`config.mk`:
```
export PLATFORM = sky130hd
export DESIGN_NAME = normaliser_iter
export DESIGN_NICKNAME = d
export VERILOG_FILES = /design/src/rtl/normaliser_iter.sv
export SDC_FILE = /design/constraint.sdc
export NUM_CORES = 1
export LEC_CHECK = 0
export BUFFER_PORTS_ARGS = -buffer_cell sky130_fd_sc_hd__buf_4
export CAP_MARGIN = 30
export CORE_MARGIN = 5
export CORE_UTILIZATION = 51
export CTS_CLUSTER_SIZE = 20
export DETAILED_ROUTE_END_ITERATION = 8
export GPL_TIMING_DRIVEN = 0
export PLACE_DENSITY = 0.76
export SETUP_SLACK_MARGIN = 0.15
export SLEW_MARGIN = 15
export SYNTH_ARGS = -nofsm -noshare
export SYNTH_HDL_FRONTEND = slang
export SYNTH_SLANG_ARGS = --single-unit
```
`constraint.sdc`:
```
create_clock -name clk -period 3.45 [get_ports clk]
set_input_delay 0.345 -clock clk [delete_from_list [all_inputs] [get_ports clk]]
set_output_delay 0.345 -clock clk [all_outputs]
set_load 0.005 [all_outputs]
```
`src/rtl/normaliser_iter.sv`:
```
// Iterative left-normaliser: scans STEP bits per cycle for the leading one,
// then reports the normalised word, shift amount and original lead position.
module normaliser_iter #(
    parameter int DATA_W = 50,
    parameter int STEP   = 8,
    parameter int POS_W  = $clog2(DATA_W)
) (
    input  logic              clk,
    input  logic              rst,
    input  logic              in_valid,
    output logic              in_ready,
    input  logic [DATA_W-1:0] in_data,
    output logic              out_valid,
    input  logic              out_ready,
    output logic [DATA_W-1:0] out_data,
    output logic [POS_W-1:0]  shift_amt,
    output logic [POS_W-1:0]  lead_pos,
    output logic              zero
);

    localparam int CW = POS_W + 1;
    localparam logic [CW-1:0] LAST = CW'(DATA_W - 1);

    typedef enum logic [1:0] {IDLE, SHIFT, DONE} state_t;

    state_t            state_q, state_d;
    logic [DATA_W-1:0] work_q, work_d;
    logic [CW-1:0]     cnt_q, cnt_d;
    logic [DATA_W-1:0] od_q, od_d;
    logic [POS_W-1:0]  sh_q, sh_d;
    logic [POS_W-1:0]  lp_q, lp_d;
    logic              zero_q, zero_d;

    logic              found;
    logic [CW-1:0]     k;
    logic [CW-1:0]     cnt_k;
    logic [CW-1:0]     cnt_s;

    // Lowest offset from the MSB wins, so scan from the bottom of the window up.
    always_comb begin
        found = 1'b0;
        k     = '0;
        for (int i = STEP - 1; i >= 0; i--) begin
            if (work_q[DATA_W-1-i]) begin
                found = 1'b1;
                k     = CW'(i);
            end
        end
        cnt_k = cnt_q + k;
        cnt_s = cnt_q + CW'(STEP);
    end

    always_comb begin
        state_d = state_q;
        work_d  = work_q;
        cnt_d   = cnt_q;
        od_d    = od_q;
        sh_d    = sh_q;
        lp_d    = lp_q;
        zero_d  = zero_q;
        unique case (state_q)
            IDLE: begin
                if (in_valid) begin
                    work_d = in_data;
                    cnt_d  = '0;
                    if (in_data == '0) begin
                        state_d = DONE;
                        od_d    = '0;
                        sh_d    = '0;
                        lp_d    = '0;
                        zero_d  = 1'b1;
                    end else begin
                        state_d = SHIFT;
                    end
                end
            end
            SHIFT: begin
                if (found) begin
                    work_d  = work_q << k;
                    cnt_d   = cnt_k;
                    state_d = DONE;
                    od_d    = work_q << k;
                    sh_d    = POS_W'(cnt_k);
                    lp_d    = POS_W'(LAST - cnt_k);
                    zero_d  = 1'b0;
                end else begin
                    work_d = work_q << STEP;
                    cnt_d  = cnt_s;
                end
            end
            DONE: begin
                if (out_ready) state_d = IDLE;
            end
            default: state_d = IDLE;
        endcase
    end

    always_ff @(posedge clk or posedge rst) begin
        if (rst) begin
            state_q <= IDLE;
            work_q  <= '0;
            cnt_q   <= '0;
            od_q    <= '0;
            sh_q    <= '0;
            lp_q    <= '0;
            zero_q  <= 1'b0;
        end else begin
            state_q <= state_d;
            work_q  <= work_d;
            cnt_q   <= cnt_d;
            od_q    <= od_d;
            sh_q    <= sh_d;
            lp_q    <= lp_d;
            zero_q  <= zero_d;
        end
    end

    assign in_ready  = (state_q == IDLE);
    assign out_valid = (state_q == DONE);
    assign out_data  = od_q;
    assign shift_amt = sh_q;
    assign lead_pos  = lp_q;
    assign zero      = zero_q;

endmodule

```
==> results of run 1 <==
## cell usage in the layout, fill, tap and decap left out, types with 5 or more instances in the layout
cell type / netlist / final
o22ai_1: 21 / 21
o221ai_1: 7 / 7
inv_1: 9 / 7
dfrtp_1: 120 / 120
nand2_1: 135 / 135
clkbuf_8: 0 / 5
nor2_1: 48 / 46
mux2i_1: 69 / 69
buf_4: 4 / 136
a221oi_1: 26 / 26
a21oi_1: 35 / 35
clkbuf_16: 0 / 17
o21ai_0: 32 / 28
a22o_1: 5 / 5
clkbuf_1: 26 / 27
xor2_1: 6 / 5
o22a_1: 10 / 10
a32oi_1: 8 / 8
buf_2: 14 / 13
a22oi_1: 21 / 21
buf_12: 0 / 6
nand3_1: 18 / 18
o21ai_1: 7 / 9
nor4_1: 12 / 12
a21o_1: 14 / 14
a221o_1: 8 / 8
## path summary, 6_finish.rpt
| path | endpoint | cells after the start | startpoint | slack, ns |
|---|---|---|---|---|
| hold / removal | out_data[43]$_DFFE_PP0P_ | 2 | rst | 0.002 |
| hold reg to reg | out_data[48]$_DFFE_PP0P_ | 2 | out_data[48]$_DFFE_PP0P_ | 0.48 |
| setup / recovery | lead_pos[5]$_DFFE_PP0P_ | 15 | work_q[46]$_DFFE_PP0P_ | 0.24 |
| max in group asynchronous | out_data[7]$_DFFE_PP0P_ | 4 | rst | 2.63 |
| min in group clk | work_q[18]$_DFFE_PP0P_ | 3 | in_data[18] | 0.15 |
| setup reg to reg | lead_pos[5]$_DFFE_PP0P_ | 15 | work_q[46]$_DFFE_PP0P_ | 0.24 |
## synthesized netlist by cell type, types with 14 or more instances
master and instances:
o22ai_1 21, nand2_1 135, a22oi_1 21, mux2i_1 69, clkbuf_1 26, a21oi_1 35, dfrtp_1 120, o21ai_0 32
buf_2 14, nor2_1 48, nand3_1 18, a221oi_1 26, a21o_1 14
## worst max-delay path, stage by stage (launching register included)
cell	delay (ns)
dfrtp_1	0.36
buf_4	0.17
or2_0	0.22
clkbuf_2	0.16
o21a_1	0.23
buf_6	0.16
inv_8	0.10
buf_12	0.16
buf_8	0.16
fa_2	0.49
ha_4	0.20
nor2_1	0.16
o21ai_2	0.09
o221ai_1	0.22
xnor2_1	0.14
o21ai_1	0.08
## metal layers
| metal | GRT usage (%) | vias up |
|---|---|---|
| li1 | - | 3061 |
| met2 | 47.98 | 438 |
| met3 | 7.524 | 74 |
| met1 | 41.89 | 3427 |
| met4 | 13.19 | 0 |
| met5 | 0 | - |
## power by group through the flow
stage | clock network [µW] | registers, µW | logic [µW]
final | 1700 | 2710 | 5720
after detailed placement | 0 | 2660 | 5200
after floorplan | 0 | 2500 | 3530
after CTS | 1710 | 2660 | 5460
after global placement | 0 | 2650 | 5100
after global routing | 1780 | 2770 | 6130
## layout make-up
type | count | area, µm² | share of cell area [%]
Buffer | 53 | 344.1 | 3.846
Tap cell | 176 | 220.2 | 2.461
Sequential cell | 120 | 3003 | 33.56
Clock buffer | 24 | 491.7 | 5.496
Inverter | 11 | 60.06 | 0.6712
Multi-Input combinational cell | 557 | 3709 | 41.45
Timing Repair Buffer | 135 | 1051 | 11.75
Clock inverter | 7 | 68.82 | 0.7691
## registers in the layout, summed over array words and instances (netlist names)
register,flops
cnt_q,6
lead_pos,5
out_data,50
shift_amt,6
state_q,2
work_q,50
zero,1
## repair_timing
action,CTS,global route
pin swaps,7,11
gates cloned,0,0
buffers inserted,11,3
hold buffers,0,0
resized for setup,18,17
endpoints found under the setup margin,3,3
## cells by family after synthesis
family	share of synthesized area (%)
mux	10.07
simple gates	15.87
flops	43.07
fa+ha+maj	1.364
xor+xnor	1.005
compound gates	23.49
buf+inv	5.133
## through the flow
step | instances | TNS (ns) | hold WS (ns) | setup WS (ns)
CTS | 1080 | 0 | 0.01538 | 0.1617
global placement | 1035 | -0.1805 | 0.4629 | -0.1805
detailed placement | 1038 | -0.2856 | 0.4600 | -0.2856
global route | 1083 | 0 | 0.04699 | 0.09984
finish | 1083 | 0 | 0.001546 | 0.2370
floorplan | 741 | 0 | 0.4700 | 0.1749
==> flow_summary.yaml, run 1 <==
cts:
  clock_path_buffers: 2
  htree_levels: 4
  clkSlewWorstSetupHoldPaths_ns: 0.05
  root_buffer: "clkbuf_16"
  cts_tree: "built"
  numCtsBuffers: 17
  clock-sinks: 120
  clock_latency_ns: 0.43
sta:
  timing.slew.headroom_pct: 45.28
  rsz0062_at_grt: "yes"
  fin_crit_ns: 3.213
  period_share_pct: 93.13
  slew_viol_final: 0
  setup_viol: 0
  tightest_slew_ns: 0.8179
  hold_viol: 0
  max_freq_mhz: 311.2
  finalClockSkew_ns: 0.006973
pwr:
  power.density_nw_per_um2: 1133
  leakage_uw: 0.004321
  swShare_pct: 44.89
  p_sw_uw: 4548
  ir_drop_mv: 0.6470
  p_seq_share_pct: 26.7
  clockPowerShare_pct: 16.8
  pwr-share-comb_pct: 56.5
  total_power_uw: 10130
  p_int_uw: 5585
worst_setup_path:
  cp-start-kind: "flop"
  arrival_ns: 3.52
  critPathRequiredTime_ns: 3.76
  end_kind: "flop"
  criticalPathCategory: "reg -> reg"
  worstPathMaxFanout: 10
floorplanning:
  row_count: 42
  initial_core_util_pct: 52.23
  io_pins: 119
  die_w_um: 126.9
  die_y_um: 126.9
  core_um2: 13350
  dieArea_um2: 16110
layout:
  fillers: 1099
  drive_gt1_share_pct: 25.25
  area_growth_pct: 28.34
  final_util_pct: 67.03
  diodes: 0
  final_cell_area_um2: 8947
  finalNetCount: 956
placed_design:
  portBuffers: 118
  place_congestion: 0.9721
  dp_hpwl_um: 18260
  dpl_cell_area_um2: 8152
route:
  met1Wirelength_um: 10210
  drt-initial-drc-count: 908
  ant_nets: 0
  routed-wl-met2_um: 11580
  first_pass_iters: 5
  viasPerCell: 6.464
  wl_met3_um: 2439
  dr_total_vias: 7000
  wl_um: 25120
  highest_layer: "met4"
  wl_per_cell_um: 23.19
  drc: 0
min_path:
  hold_class: "in -> async"
yosys:
  synth_warnings: 0
  postSynthCellCount: 741
  syn_avg_cell_area_um2: 9.408
  yosysSeqAreaShare_pct: 43.07
  yosysTopAreaCell: "dfrtp_1"
  synth_seq_cells: 120
  syn_area_um2: 6972
  async_flop_share_pct: 100.0
  synth_ff_type: "dfrtp_1"
  synth_area_leaders: "dfrtp_1, mux2i_1, nand2_1, a221oi_1, nor2_1"
  syn_nets: 802
  synth_cell_type_count: 69
  synth.top_cell.area_share_pct: 43.07
  synth-edff-count: 0
grt:
  grt_pass1_wl_um: 39120
  antenna_found_initial: 0
  grt_overflow_total: 0
  grt_pass1_vias: 6877
  grt_max_degree: 37
  grt_usage_pct: 31.07
run:
  maxCapViolCount: 0
outcome:
  outcome: "finished clean"
Note: power is estimated with default switching activity, not from simulation.
==> run 2: changes to the inputs <==
CORE_UTILIZATION = 53   (was 51)
CTS_BUF_LIST = sky130_fd_sc_hd__clkbuf_8   (was default)
PLACE_DENSITY = 0.79   (was 0.76)
==> run 2 against run 1 <==
- design area shrank 1.7%
- maximum frequency grew 0.28%
- critical endpoint unchanged
- highest routed layer unchanged
- worst setup slack gained 0.0091 ns
==> flow_summary.yaml, run 2 (synthesis results as in run 1) <==
outcome:
  outcome: "finished clean"
worst_setup_path:
  cp_slowest_cell: "dfrtp_1"
  slowest_delay_ns: 0.37
  arrival_ns: 3.55
  worst-path-buf-inv: 7
  crit_start: "work_q[46]$_DFFE_PP0P_"
  cp_top_family: "buffers and inverters"
  cp-start-kind: "flop"
  end_kind: "flop"
  critPathRequiredTime_ns: 3.79
  crit_chain: "buf_4 > or2_0 > buf_2 > o21a_1 > buf_6 > inv_8 > buf_12 > buf_12 > fa_2 > nor2b_2 > o21ai_2 > xor2_1 > buf_4 > a31oi_2 > o221ai_2 > xnor2_1 > o21ai_1"
  ff2ff_path_depth: 17
  r2r_start: "work_q[46]$_DFFE_PP0P_"
  cp.depth: 17
  criticalPathCategory: "reg -> reg"
  worstPathMaxFanout: 10
route:
  drt-initial-drc-count: 894
  dr_total_vias: 6929
  wl_um: 23430
  ant_nets: 0
  viasPerCell: 6.386
  drc: 0
  wl_per_cell_um: 21.59
  first_pass_iters: 5
pwr:
  ir_drop_mv: 0.5001
  leakage_uw: 0.004261
  power.density_nw_per_um2: 1086
floorplanning:
  initial_core_util_pct: 53.28
  die_y_um: 124.7
  die_w_um: 124.7
  core_um2: 13090
  dieArea_um2: 15550
  row_count: 42
  io_pins: 119
sta:
  period_share_pct: 92.87
  fin_crit_ns: 3.204
  hold_viol: 0
  setup_viol: 0
  max_freq_mhz: 312.1
  timing.slew.headroom_pct: 48.08
  holdWs_ns: 0.1165
  tightest_slew_ns: 0.7717
  slew_viol_final: 0
  rsz0062_at_grt: "no"
  finalClockSkew_ns: 0.01105
cts:
  clock-sinks: 120
  clock_latency_ns: 0.46
  cts_tree: "built"
  clkSlewWorstSetupHoldPaths_ns: 0.08
  root_buffer: "clkbuf_8"
  numCtsBuffers: 17
  htree_levels: 4
  clock_path_buffers: 2
grt:
  grt_pass1_wl_um: 36650
  grt_usage_pct: 29.42
  antenna_found_initial: 0
  grt_overflow_total: 0
  grt_max_degree: 35
  grt_pass1_vias: 6659
layout:
  layout_common_cells: "buf_4, nand2_1, dfrtp_1"
  fillers: 1088
  final_cell_area_um2: 8796
  finalNetCount: 957
  area_growth_pct: 26.17
  final_common_cell: "buf_4"
  drive_gt1_share_pct: 25.30
  diodes: 0
min_path:
  hold_class: "in -> reg"
  whs_path_depth: 3
  worstHoldStart: "in_data[17]"
run:
  maxCapViolCount: 0
placed_design:
  dpl_cell_area_um2: 8152
  place_congestion: 0.9795
  dp_hpwl_um: 17070
  portBuffers: 118
==> run 2: cell count changes in the layout (fill, tap and decap cells not counted), moves of 2 or more <==
cell	delta
clkbuf_16	-17
clkbuf_8	+14
clkbuf_1	-3
bufinv_16	+2
clkinv_2	-2
buf_6	+2
inv_1	+6
==> run 2: cell type report <==
class	instances	area [µm²]	share of cell area, %
multi-input cells	557	3700	42.06
clock buffers	19	261.5	2.973
flip-flops and latches	120	3003	34.14
repair buffers	136	1061	12.06
well taps	176	220.2	2.504
clock inverters	13	140.1	1.593
inverters	11	57.56	0.6543
plain buffers	53	352.8	4.011
==> run 2: power by group <==
part | internal [µW] | total [µW] | switching [µW]
sequential | 2050 | 2680 | 629
clock | 734 | 1310 | 574
combinational | 2420 | 5560 | 3140
total | 5210 | 9550 | 4350
==> run 2: stage by stage <==
step | setup slack [ns] | cells | total power (µW) | TNS [ns] | utilization [%]
6_report | 0.2461 | 1085 | 9552 | 0 | 67.22
5_1_grt | 0.1557 | 1085 | 10110 | 0 | 67.22
4_1_cts | 0.1525 | 1080 | 9289 | 0 | 66.49
3_5_place_dp | -0.2557 | 1038 | 7765 | -0.2557 | 62.30
3_3_place_gp | -0.1733 | 1035 | 7686 | -0.1733 | 61.84
2_1_floorplan | 0.1749 | 741 | 6036 | 0 | -
==> run 2: metal layers <==
metal | wire length, µm | GRT usage (%) | vias to the layer above
met1 | 9467 | 39.91 | 3329
met2 | 10690 | 44.75 | 440
met4 | 757 | 11.61 | 0
li1 | - | - | 3084
met5 | 0 | 0 | -
met3 | 2517 | 8.148 | 76
==> run 2: worst min-delay path, stage by stage <==
cell,delay [ns]
buf_4,0.09
nand2_1,0.04
nand3_1,0.07
==> run 2: final timing paths <==
| check | to | slack (ns) |
|---|---|---|
| setup / recovery | lead_pos[5]$_DFFE_PP0P_ | 0.25 |
| hold / removal | work_q[17]$_DFFE_PP0P_ | 0.12 |
| setup reg to reg | lead_pos[5]$_DFFE_PP0P_ | 0.25 |
| hold reg to reg | out_data[46]$_DFFE_PP0P_ | 0.48 |
| max in group asynchronous | out_data[19]$_DFFE_PP0P_ | 2.18 |
| min in group asynchronous | work_q[48]$_DFFE_PP0P_ | 0.48 |
==> run 2: timing repair <==
action,in CTS,in global routing
buffers inserted,9,5
gates resized for setup,19,21
endpoints found under the setup margin,3,2
hold buffers,1,0
endpoints found under the hold margin,20,0
pin swaps,7,7
